<file path="src/rtl/udcounter_ctrl_pkg.sv">
// udcounter_ctrl_pkg
//   Shared definitions for the udcounter board-side command front end:
//   run-state encoding, state width, default debounce settings and the
//   next-state function used by the run/pause controller.

package udcounter_ctrl_pkg;

   localparam int STATE_W             = 2;
   localparam int DEBOUNCE_CYCLES_DEF = 500000;   // 10 ms at 50 MHz
   localparam int DB_W_DEF            = 20;

   typedef enum logic [STATE_W-1:0] {
      ST_IDLE    = 2'b00,
      ST_RUN     = 2'b01,
      ST_PAUSE   = 2'b10,
      ST_ILLEGAL = 2'b11
   } run_state_e;

   // Next run state from the current state and the debounced rise pulses.
   // A simultaneous start/stop rise leaves IDLE alone, pauses a running
   // counter (stop wins) and resumes a paused one.
   function automatic run_state_e next_run_state(input run_state_e cur,
                                                 input logic       start_rise,
                                                 input logic       stop_rise);
      run_state_e nxt;
      nxt = cur;
      case (cur)
         ST_IDLE:  if (start_rise && !stop_rise) nxt = ST_RUN;
         ST_RUN:   if (stop_rise)                nxt = ST_PAUSE;
         ST_PAUSE: if (start_rise || stop_rise)  nxt = ST_RUN;
         default:                                nxt = ST_IDLE;
      endcase
      return nxt;
   endfunction

endpackage

</file>
<file path="src/rtl/btn_debounce.sv">
// btn_debounce
//   Two-flop synchroniser, stability debouncer and rise detector for one
//   raw board input.
//
//   Ports:
//     clk    in   system clock, rising edge
//     reset  in   asynchronous, active-low reset
//     raw    in   asynchronous raw input
//     level  out  debounced level
//     rise   out  single-cycle pulse on each accepted 0->1 change of level
//
//   The debounced level only follows the synchronised input once it has
//   differed from it for DEBOUNCE_CYCLES consecutive cycles; any return to
//   the current level restarts the count.

import udcounter_ctrl_pkg::*;

module btn_debounce #(
   parameter int DEBOUNCE_CYCLES = DEBOUNCE_CYCLES_DEF,
   parameter int DB_W            = DB_W_DEF
) (
   input  logic clk,
   input  logic reset,
   input  logic raw,
   output logic level,
   output logic rise
);

   localparam logic [DB_W-1:0] CNT_TC = DB_W'(DEBOUNCE_CYCLES - 1);

   logic            sync1_q;
   logic            sync2_q;
   logic            level_q;
   logic            level_d;
   logic            level_prev_q;
   logic [DB_W-1:0] cnt_q;
   logic [DB_W-1:0] cnt_d;

   always_comb begin
      level_d = level_q;
      cnt_d   = cnt_q;
      if (sync2_q == level_q) begin
         cnt_d = '0;
      end else if (cnt_q == CNT_TC) begin
         level_d = sync2_q;
         cnt_d   = '0;
      end else begin
         cnt_d = cnt_q + DB_W'(1);
      end
   end

   always_ff @(posedge clk or negedge reset) begin
      if (!reset) begin
         sync1_q      <= 1'b0;
         sync2_q      <= 1'b0;
         level_q      <= 1'b0;
         level_prev_q <= 1'b0;
         cnt_q        <= '0;
      end else begin
         sync1_q      <= raw;
         sync2_q      <= sync1_q;
         level_q      <= level_d;
         level_prev_q <= level_q;
         cnt_q        <= cnt_d;
      end
   end

   assign level = level_q;
   // Both terms clear together on reset, so no pulse can appear on release.
   assign rise  = level_q & ~level_prev_q;

endmodule

</file>
<file path="src/rtl/udcounter_ctrl.sv">
// udcounter_ctrl
//   Board-side command front end for udcounter. Debounces the push buttons
//   and direction switch and turns them into the counter's command inputs.
//
//   Ports:
//     clk        in   system clock, rising edge
//     reset      in   asynchronous, active-low reset
//     btn_start  in   raw start button, active-high
//     btn_stop   in   raw stop button, active-high
//     btn_load   in   raw load button, active-high
//     sw_updown  in   raw direction switch, 1 = up
//     start      out  start level to udcounter
//     stop       out  stop (pause) level to udcounter
//     load       out  one-cycle load pulse to udcounter
//     updown     out  debounced direction level
//     run_state  out  current run state, for LEDs
//
//   state    | meaning
//   ---------+-------------------------------------------
//   ST_IDLE  | counter not started, start=0 stop=0
//   ST_RUN   | counting, start=1 stop=0
//   ST_PAUSE | paused by stop, start=1 stop=1
//   11       | unreachable; recovers to ST_IDLE next clock

import udcounter_ctrl_pkg::*;

module udcounter_ctrl #(
   parameter int DEBOUNCE_CYCLES = DEBOUNCE_CYCLES_DEF,
   parameter int DB_W            = DB_W_DEF
) (
   input  logic               clk,
   input  logic               reset,
   input  logic               btn_start,
   input  logic               btn_stop,
   input  logic               btn_load,
   input  logic               sw_updown,
   output logic               start,
   output logic               stop,
   output logic               load,
   output logic               updown,
   output logic [STATE_W-1:0] run_state
);

   logic start_rise;
   logic stop_rise;
   logic load_rise;
   logic updown_lvl;
   logic start_lvl_unused;
   logic stop_lvl_unused;
   logic load_lvl_unused;
   logic updown_rise_unused;

   btn_debounce #(.DEBOUNCE_CYCLES(DEBOUNCE_CYCLES), .DB_W(DB_W)) u_db_start (
      .clk   (clk),
      .reset (reset),
      .raw   (btn_start),
      .level (start_lvl_unused),
      .rise  (start_rise)
   );

   btn_debounce #(.DEBOUNCE_CYCLES(DEBOUNCE_CYCLES), .DB_W(DB_W)) u_db_stop (
      .clk   (clk),
      .reset (reset),
      .raw   (btn_stop),
      .level (stop_lvl_unused),
      .rise  (stop_rise)
   );

   btn_debounce #(.DEBOUNCE_CYCLES(DEBOUNCE_CYCLES), .DB_W(DB_W)) u_db_load (
      .clk   (clk),
      .reset (reset),
      .raw   (btn_load),
      .level (load_lvl_unused),
      .rise  (load_rise)
   );

   btn_debounce #(.DEBOUNCE_CYCLES(DEBOUNCE_CYCLES), .DB_W(DB_W)) u_db_updown (
      .clk   (clk),
      .reset (reset),
      .raw   (sw_updown),
      .level (updown_lvl),
      .rise  (updown_rise_unused)
   );

   run_state_e state_q;
   run_state_e state_d;
   logic       start_q;
   logic       start_d;
   logic       stop_q;
   logic       stop_d;
   logic       load_q;
   logic       load_d;
   logic       updown_q;
   logic       updown_d;

   // Outputs are decoded from the next state so they change in the same
   // cycle as run_state, one clock after the debounced rise.
   always_comb begin
      state_d  = next_run_state(state_q, start_rise, stop_rise);
      start_d  = (state_d == ST_RUN) || (state_d == ST_PAUSE);
      stop_d   = (state_d == ST_PAUSE);
      load_d   = load_rise;
      updown_d = updown_lvl;
   end

   always_ff @(posedge clk or negedge reset) begin
      if (!reset) begin
         state_q  <= ST_IDLE;
         start_q  <= 1'b0;
         stop_q   <= 1'b0;
         load_q   <= 1'b0;
         updown_q <= 1'b0;
      end else begin
         state_q  <= state_d;
         start_q  <= start_d;
         stop_q   <= stop_d;
         load_q   <= load_d;
         updown_q <= updown_d;
      end
   end

   assign start     = start_q;
   assign stop      = stop_q;
   assign load      = load_q;
   assign updown    = updown_q;
   assign run_state = state_q;

endmodule

</file>
<file path="config.mk">
export PLATFORM = sky130hd
export DESIGN_NAME = udcounter_ctrl
export DESIGN_NICKNAME = d
export VERILOG_FILES = /design/src/rtl/udcounter_ctrl_pkg.sv /design/src/rtl/btn_debounce.sv /design/src/rtl/udcounter_ctrl.sv
export SDC_FILE = /design/constraint.sdc
export NUM_CORES = 1
export LEC_CHECK = 0
export ABC_AREA = 1
export BUFFER_PORTS_ARGS = -buffer_cell sky130_fd_sc_hd__buf_2
export CAP_MARGIN = 20
export CORE_MARGIN = 2
export CORE_UTILIZATION = 40
export DETAILED_ROUTE_END_ITERATION = 8
export GPL_TIMING_DRIVEN = 0
export SKIP_CTS_REPAIR_TIMING = 1
export SYNTH_ARGS = -nofsm -noshare
export SYNTH_HDL_FRONTEND = slang
export SYNTH_SLANG_ARGS = --single-unit
export TNS_END_PERCENT = 20
</file>
<file path="constraint.sdc">
create_clock -name clk -period 1.65 [get_ports clk]
set_input_delay 0 -clock clk [delete_from_list [all_inputs] [get_ports clk]]
set_output_delay 0 -clock clk [all_outputs]
set_load 0.03 [all_outputs]
</file>
==> out/summary.md, run 1 <==
• **leakage power total** 0.00266 uW
• **worst slew pin tran** 0.558 ns
• **fraction of the core area covered by cells at the end of the flow** 46.0%
• **fin nets** 750
• **Fin Clk Skew** 0.0132 ns
• **effective utilization at floorplan** 40.9%
• **top cell type's share of synthesized area** 46.7%
• **Tmin final** 1.48 ns
• **cell-by-cell trace of the critical path** xor2_1 -> inv_2 -> nor2_1 -> o21a_1
• **pre-CTS setup slack** 0.0866 ns
• **first-pass GRT wire length** 19100 um
• **result of the run** finished clean
• **total number of H-tree levels** 3
• **Die Height** 120 um
• **Synth Register Bits** 101
• **final hold slack** 0.147 ns
• **arrival time worst endpoint** 1.79 ns
• **worst slew slack as a fraction of its limit** 62.7%
• **final RePlAce weighted congestion** 0.914
• **DIE AREA** 14500 um2
• **start point of the critical path** u_db_updown.level
• **area of the mapped netlist** 5410 um2
• **clock slew at reported path FFs** 0.08 ns
• **cell taking the most area after synthesis** sky130_fd_sc_hd__dfrtp_1
• **Area Growth Syn to Fin** 12.5%
• **cell with the largest stage delay on the worst path** sky130_fd_sc_hd__xor2_1
• **clock tree from TritonCTS** done
• **later-pin clock latency in the skew report** 0.36 ns
• **Remaining DRCs** 0
• **Async SR Flop Fraction** 100%
• **overflow left after global routing** 0
• **Ports** 12
• **HPWL after DPL** 7930 um
• **path class of the lowest-slack min-delay path** in2async
• **RSZ-0062 raised after global routing** false
• **diodes inserted** 0
• **post-route non-filler standard cell count** 920
• **top fanout value on the critical path** 10
• **total wire length after detailed routing** 10800 um
• **routed len/inst** 11.8 um
• **aggregate negative setup slack** 0 ns
• **proportion of layout cells with a drive suffix above 1** 10.1%
• **largest net degree at the start of global routing** 67
• **crit path launch type** flop
• **final critical-path share of the clock period** 89.9%
• **Syn Inst Count** 711
• **number of placed cells counting well taps** 899
• **CTS root buffer** sky130_fd_sc_hd__clkbuf_16
• **num rows** 42
• **total core area** 13200 um2
• **Synth Area per Inst** 7.61 um2
• **count of TritonRoute iterations in the first routing pass** 4
• **count of nets left with antenna violations after detail routing** 0
• **upper clock frequency limit** 674 MHz
• **Synthesized Nets** 722
• **post-DR vias/cell** 4.71
• **count of different cell masters after synthesis** 28
• **Clock Sinks** 101
• **top cells by area in the synthesized netlist** sky130_fd_sc_hd__dfrtp_1, sky130_fd_sc_hd__nor2_1, sky130_fd_sc_hd__nand2_1, sky130_fd_sc_hd__inv_1, sky130_fd_sc_hd__nand3_1
• **launch point of the worst reg-to-reg path** u_db_updown.level
• **number of buffers between clock root and the deepest sink** 2
• **via total after detailed routing** 4330
• **global routing usage summed across all routing layers** 16.4%
• **required time reported for the critical path endpoint** 1.95 ns
• **Final Hold Viols** 0
• **die width** 120 um
• **class of the most critical setup path** reg2reg
• **number of max-slew violations in the final report** 0
• **VDD IR-drop max** 0.567 mV
• **number of warnings issued by yosys** 0
• **synth cell count leaders** sky130_fd_sc_hd__nor2_1, sky130_fd_sc_hd__nand2_1, sky130_fd_sc_hd__dfrtp_1, sky130_fd_sc_hd__inv_1, sky130_fd_sc_hd__nand3_1
• **vias in the first global route** 4217
• **number of antenna violations at the first check in global routing** 0
• **# Max-Cap Violations** 0
• **number of synthesized flops with an enable pin** 0
• **power per unit of standard cell area** 814 nW/um2
• **minimum setup slack in the final design** 0.166 ns
• **most numerous cell in the Yosys netlist** sky130_fd_sc_hd__nor2_1
• **portion of the post-synthesis area used by sequential elements** 46.7%
• **Crit. End Element** flop
• **IO buf count** 11
• **primary flip-flop cell chosen by synthesis mapping** sky130_fd_sc_hd__dfrtp_1
• **number of DRC markers after the initial detailed-route iteration** 309
• **final setup violation count** 0
• **TritonCTS buffer count** 9
• **delay of the slowest critical-path stage** 0.50 ns
[metrics by stage]
stage | power (uW) | area, um2
2_1_floorplan | 2660 | 5410
3_3_place_gp | 2730 | 5690
3_5_place_dp | 2750 | 5720
4_1_cts | 5030 | 6030
5_1_grt | 5170 | 6090
6_report | 4950 | 6090
[layout make-up]
type / count / area [um2]
inverter: 82 / 308
clock buffer: 9 / 225
fill: 1365 / 7150
sequential: 101 / 2530
clock inverter: 7 / 88.8
tap: 176 / 220
buffer: 3 / 20.0
timing repair buffer: 17 / 135
multi-input combinational: 525 / 2560
[where the power goes]
part           total (uW)  switching [uW]  internal (uW)
sequential           2530            23.6           2510
clock                2250            1040           1220
combinational         171             119           52.5
[cell families after synthesis]
group | Yosys count | synth area share, %
simple gates | 457 | 37.4
flops | 101 | 46.7
xor+xnor | 39 | 6.31
fa+ha+maj | 5 | 1.16
buf+inv | 85 | 6.06
compound gates | 24 | 2.36
[cells in the final DEF, fill, tap and decap left out, types with 14 or more instances in the layout]
cell type and instances:
sky130_fd_sc_hd__nand2_1 148, sky130_fd_sc_hd__nor2_1 181, sky130_fd_sc_hd__nand2_2 16, sky130_fd_sc_hd__xnor2_1 15
sky130_fd_sc_hd__inv_1 81, sky130_fd_sc_hd__nand3_1 54, sky130_fd_sc_hd__xor2_1 24, sky130_fd_sc_hd__nor2_2 14
sky130_fd_sc_hd__dfrtp_1 101
[critical path: cells and delay by family, from the launching register on]
kind,cells,cell delay (ns)
buf+inv,1,0.23
simple gates,1,0.14
flops,1,0.43
xor+xnor,1,0.50
compound gates,1,0.13
[worst paths after layout]
| kind | endpoint | cells past startpoint | slack [ns] |
|---|---|---|---|
| setup / recovery | u_db_updown.cnt_q[4] | 4 | 0.17 |
| hold / removal | u_db_stop.cnt_q[19] | 2 | 0.15 |
| setup reg to reg | u_db_updown.cnt_q[4] | 4 | 0.17 |
| min in group clk | u_db_start.sync1_q | 2 | 0.28 |
| max in group asynchronous | u_db_start.cnt_q[15] | 3 | 0.83 |
| hold reg to reg | u_db_stop.sync2_q | 0 | 0.35 |
[per-layer routing]
layer	routed length (um)	GRT usage [%]
met5	0	0
met2	4900	26.4
met3	401	4.62
met4	127	5.16
met1	5380	21.5
[sequential cells by signal, summed over array words and instances, names as in the netlist, 2 cells and up]
signal	flops
u_db_start.cnt_q	20
u_db_stop.cnt_q	20
run_state	2
u_db_updown.cnt_q	20
u_db_load.cnt_q	20
Power figures use the tool's default switching activity.
==> run 2: changes to the inputs <==
- CORE_UTILIZATION: 40 -> 45
- SLEW_MARGIN: default -> 5
==> out/summary.md, run 2 (same netlist as run 1, synthesis figures left out) <==
• **number of max-slew violations in the final report** 0, unchanged
• **IO buf count** 11, unchanged
• **later-pin clock latency in the skew report** 0.35 ns, about the same
• **clock tree from TritonCTS** done
• **num rows** 40, -4.8%
• **final setup violation count** 0, unchanged
• **final RePlAce weighted congestion** 0.925, +1.2%
• **Area Growth Syn to Fin** 11.8%
• **first-pass GRT wire length** 19300 um, +0.90%
• **arrival time worst endpoint** 1.70 ns, -0.09 ns
• **Clock Sinks** 101, unchanged
• **Die Height** 114 um, -5.5%
• **post-DR vias/cell** 4.88, +3.6%
• **Ports** 12, unchanged
• **Fin Clk Skew** 0.00536 ns, -0.00781 ns
• **routed len/inst** 12.2 um, +3.5%
• **via total after detailed routing** 4344, +0.32%
• **TritonCTS buffer count** 9, unchanged
• **post-route non-filler standard cell count** 891, -3.2%
• **count of TritonRoute iterations in the first routing pass** 4, unchanged
• **number of placed cells counting well taps** 870, -3.2%
• **final critical-path share of the clock period** 89.0%, -0.90 points
• **overflow left after global routing** 0, unchanged
• **class of the most critical setup path** reg2reg
• **upper clock frequency limit** 681 MHz, +1.0%
• **proportion of layout cells with a drive suffix above 1** 10.2%, +0.13 points
• **most frequent standard cell in the layout excluding fill and tap cells** sky130_fd_sc_hd__nor2_1
• **HPWL after DPL** 8060 um, +1.7%
• **result of the run** finished clean
• **DIE AREA** 12900 um2, -11%
• **total number of H-tree levels** 3, unchanged
• **Remaining DRCs** 0, unchanged
• **final hold slack** 0.197 ns, +0.0503 ns
• **Final Hold Viols** 0, unchanged
• **die width** 114 um, -5.5%
• **total core area** 11900 um2, -10%
• **power per unit of standard cell area** 804 nW/um2, -1.3%
• **number of buffers between clock root and the deepest sink** 2, unchanged
• **number of antenna violations at the first check in global routing** 0, unchanged
• **path class of the lowest-slack min-delay path** in2async
• **fin nets** 750, unchanged
• **total wire length after detailed routing** 10800 um, +0.26%
• **worst slew pin tran** 0.582 ns, +0.0237 ns
• **commonest non-fill, non-tap cells in the layout** sky130_fd_sc_hd__nor2_1, sky130_fd_sc_hd__nand2_1, sky130_fd_sc_hd__dfrtp_1
• **RSZ-0062 raised after global routing** false
• **global routing usage summed across all routing layers** 18.5%, +2.1 points
• **count of nets left with antenna violations after detail routing** 0, unchanged
• **clock slew at reported path FFs** 0.07 ns, about the same
• **post-route cell area** 6050 um2, -0.62%
• **top fanout value on the critical path** 4, -6
• **Tmin final** 1.47 ns, -0.0148 ns
• **required time reported for the critical path endpoint** 1.88 ns, -0.07 ns
• **metal2 WL** 4990 um, +1.8%
• **met1 layer wirelength in the final routing** 5230 um, -2.8%
• **leakage power total** 0.00265 uW, -0.29%
• **register area** 2530 um2, unchanged
• **top routing layer used** met4
• **CTS root buffer** sky130_fd_sc_hd__clkbuf_16
• **VDD IR-drop max** 0.957 mV, +69%
• **number of DRC markers after the initial detailed-route iteration** 255, -17%
• **# Max-Cap Violations** 0, unchanged
• **number of filler cells placed in the layout** 1148, -16%
• **diodes inserted** 0, unchanged
• **effective utilization at floorplan** 45.6%, +4.8 points
• **Detail Route met3 WL** 436 um, +8.7%
• **placed cell area** 5680 um2, -0.63%
• **Multi-input gate area** 2570 um2, +0.20%
• **worst slew slack as a fraction of its limit** 61.2%, -1.5 points
• **vias in the first global route** 4175, -1.0%
• **crit path launch type** flop
• **worst reg-to-reg path cell count** 6, +2
• **Crit. End Element** flop
• **largest net degree at the start of global routing** 57, -15%
[run 2: cell types whose count changed in the layout (fill, tap and decap cells not counted), sizes merged]
cell / change
inv: -2
clkinv: +1
clkinvlp: +1
[run 2: layer usage]
layer	up-vias	GRT usage [%]
met5	-	0
met4	0	6.83
met3	15	4.73
met2	78	29.0
met1	1991	25.0
li1	2260	-
[run 2: worst paths after layout]
check | start | to | slack (ns)
max | u_db_load.cnt_q[0] | u_db_load.cnt_q[13] | 0.18
max in group asynchronous | reset | u_db_load.cnt_q[18] | 0.79
max reg2reg | u_db_load.cnt_q[0] | u_db_load.cnt_q[13] | 0.18
min | reset | u_db_stop.cnt_q[14] | 0.20
min in group clk | btn_start | u_db_start.sync1_q | 0.29
min reg2reg | u_db_load.sync1_q | u_db_load.sync2_q | 0.35
[run 2: area by class of cell]
class                           instances  area share [%]
Inverter                               82            5.09
Sequential cell                       101            41.8
Tap cell                              147            3.04
Clock inverter                          7            1.36
Multi-Input combinational cell        525            42.5
Timing Repair Buffer                   17            2.23
Clock buffer                            9            3.72
Buffer                                  3           0.331
[run 2: power by group]
part	internal (uW)	switching, uW	total (uW)
Clock	1200	964	2160
Sequential	2510	23.9	2530
Combinational	52.8	118	171
Total	3760	1110	4860
[run 2: per-stage QoR]
| step | utilization (%) | power, uW | TNS, ns | setup slack, ns |
|---|---|---|---|---|
| floorplan | - | 2660 | 0 | 0.254 |
| global placement | 47.6 | 2730 | -50.26 | -0.505 |
| detailed placement | 47.9 | 2750 | 0 | 0.0362 |
| CTS | 50.5 | 4950 | 0 | 0.0325 |
| global route | 51.0 | 5080 | 0 | 0.0130 |
| finish | 51.0 | 4860 | 0 | 0.181 |
[run 2: critical path: stages, from the launching register on]
cell	delay [ns]
sky130_fd_sc_hd__dfrtp_1	0.38
sky130_fd_sc_hd__ha_1	0.20
sky130_fd_sc_hd__nand3_1	0.17
sky130_fd_sc_hd__nor2_1	0.15
sky130_fd_sc_hd__nand3_1	0.24
sky130_fd_sc_hd__nand3_1	0.18
sky130_fd_sc_hd__nor2_1	0.05
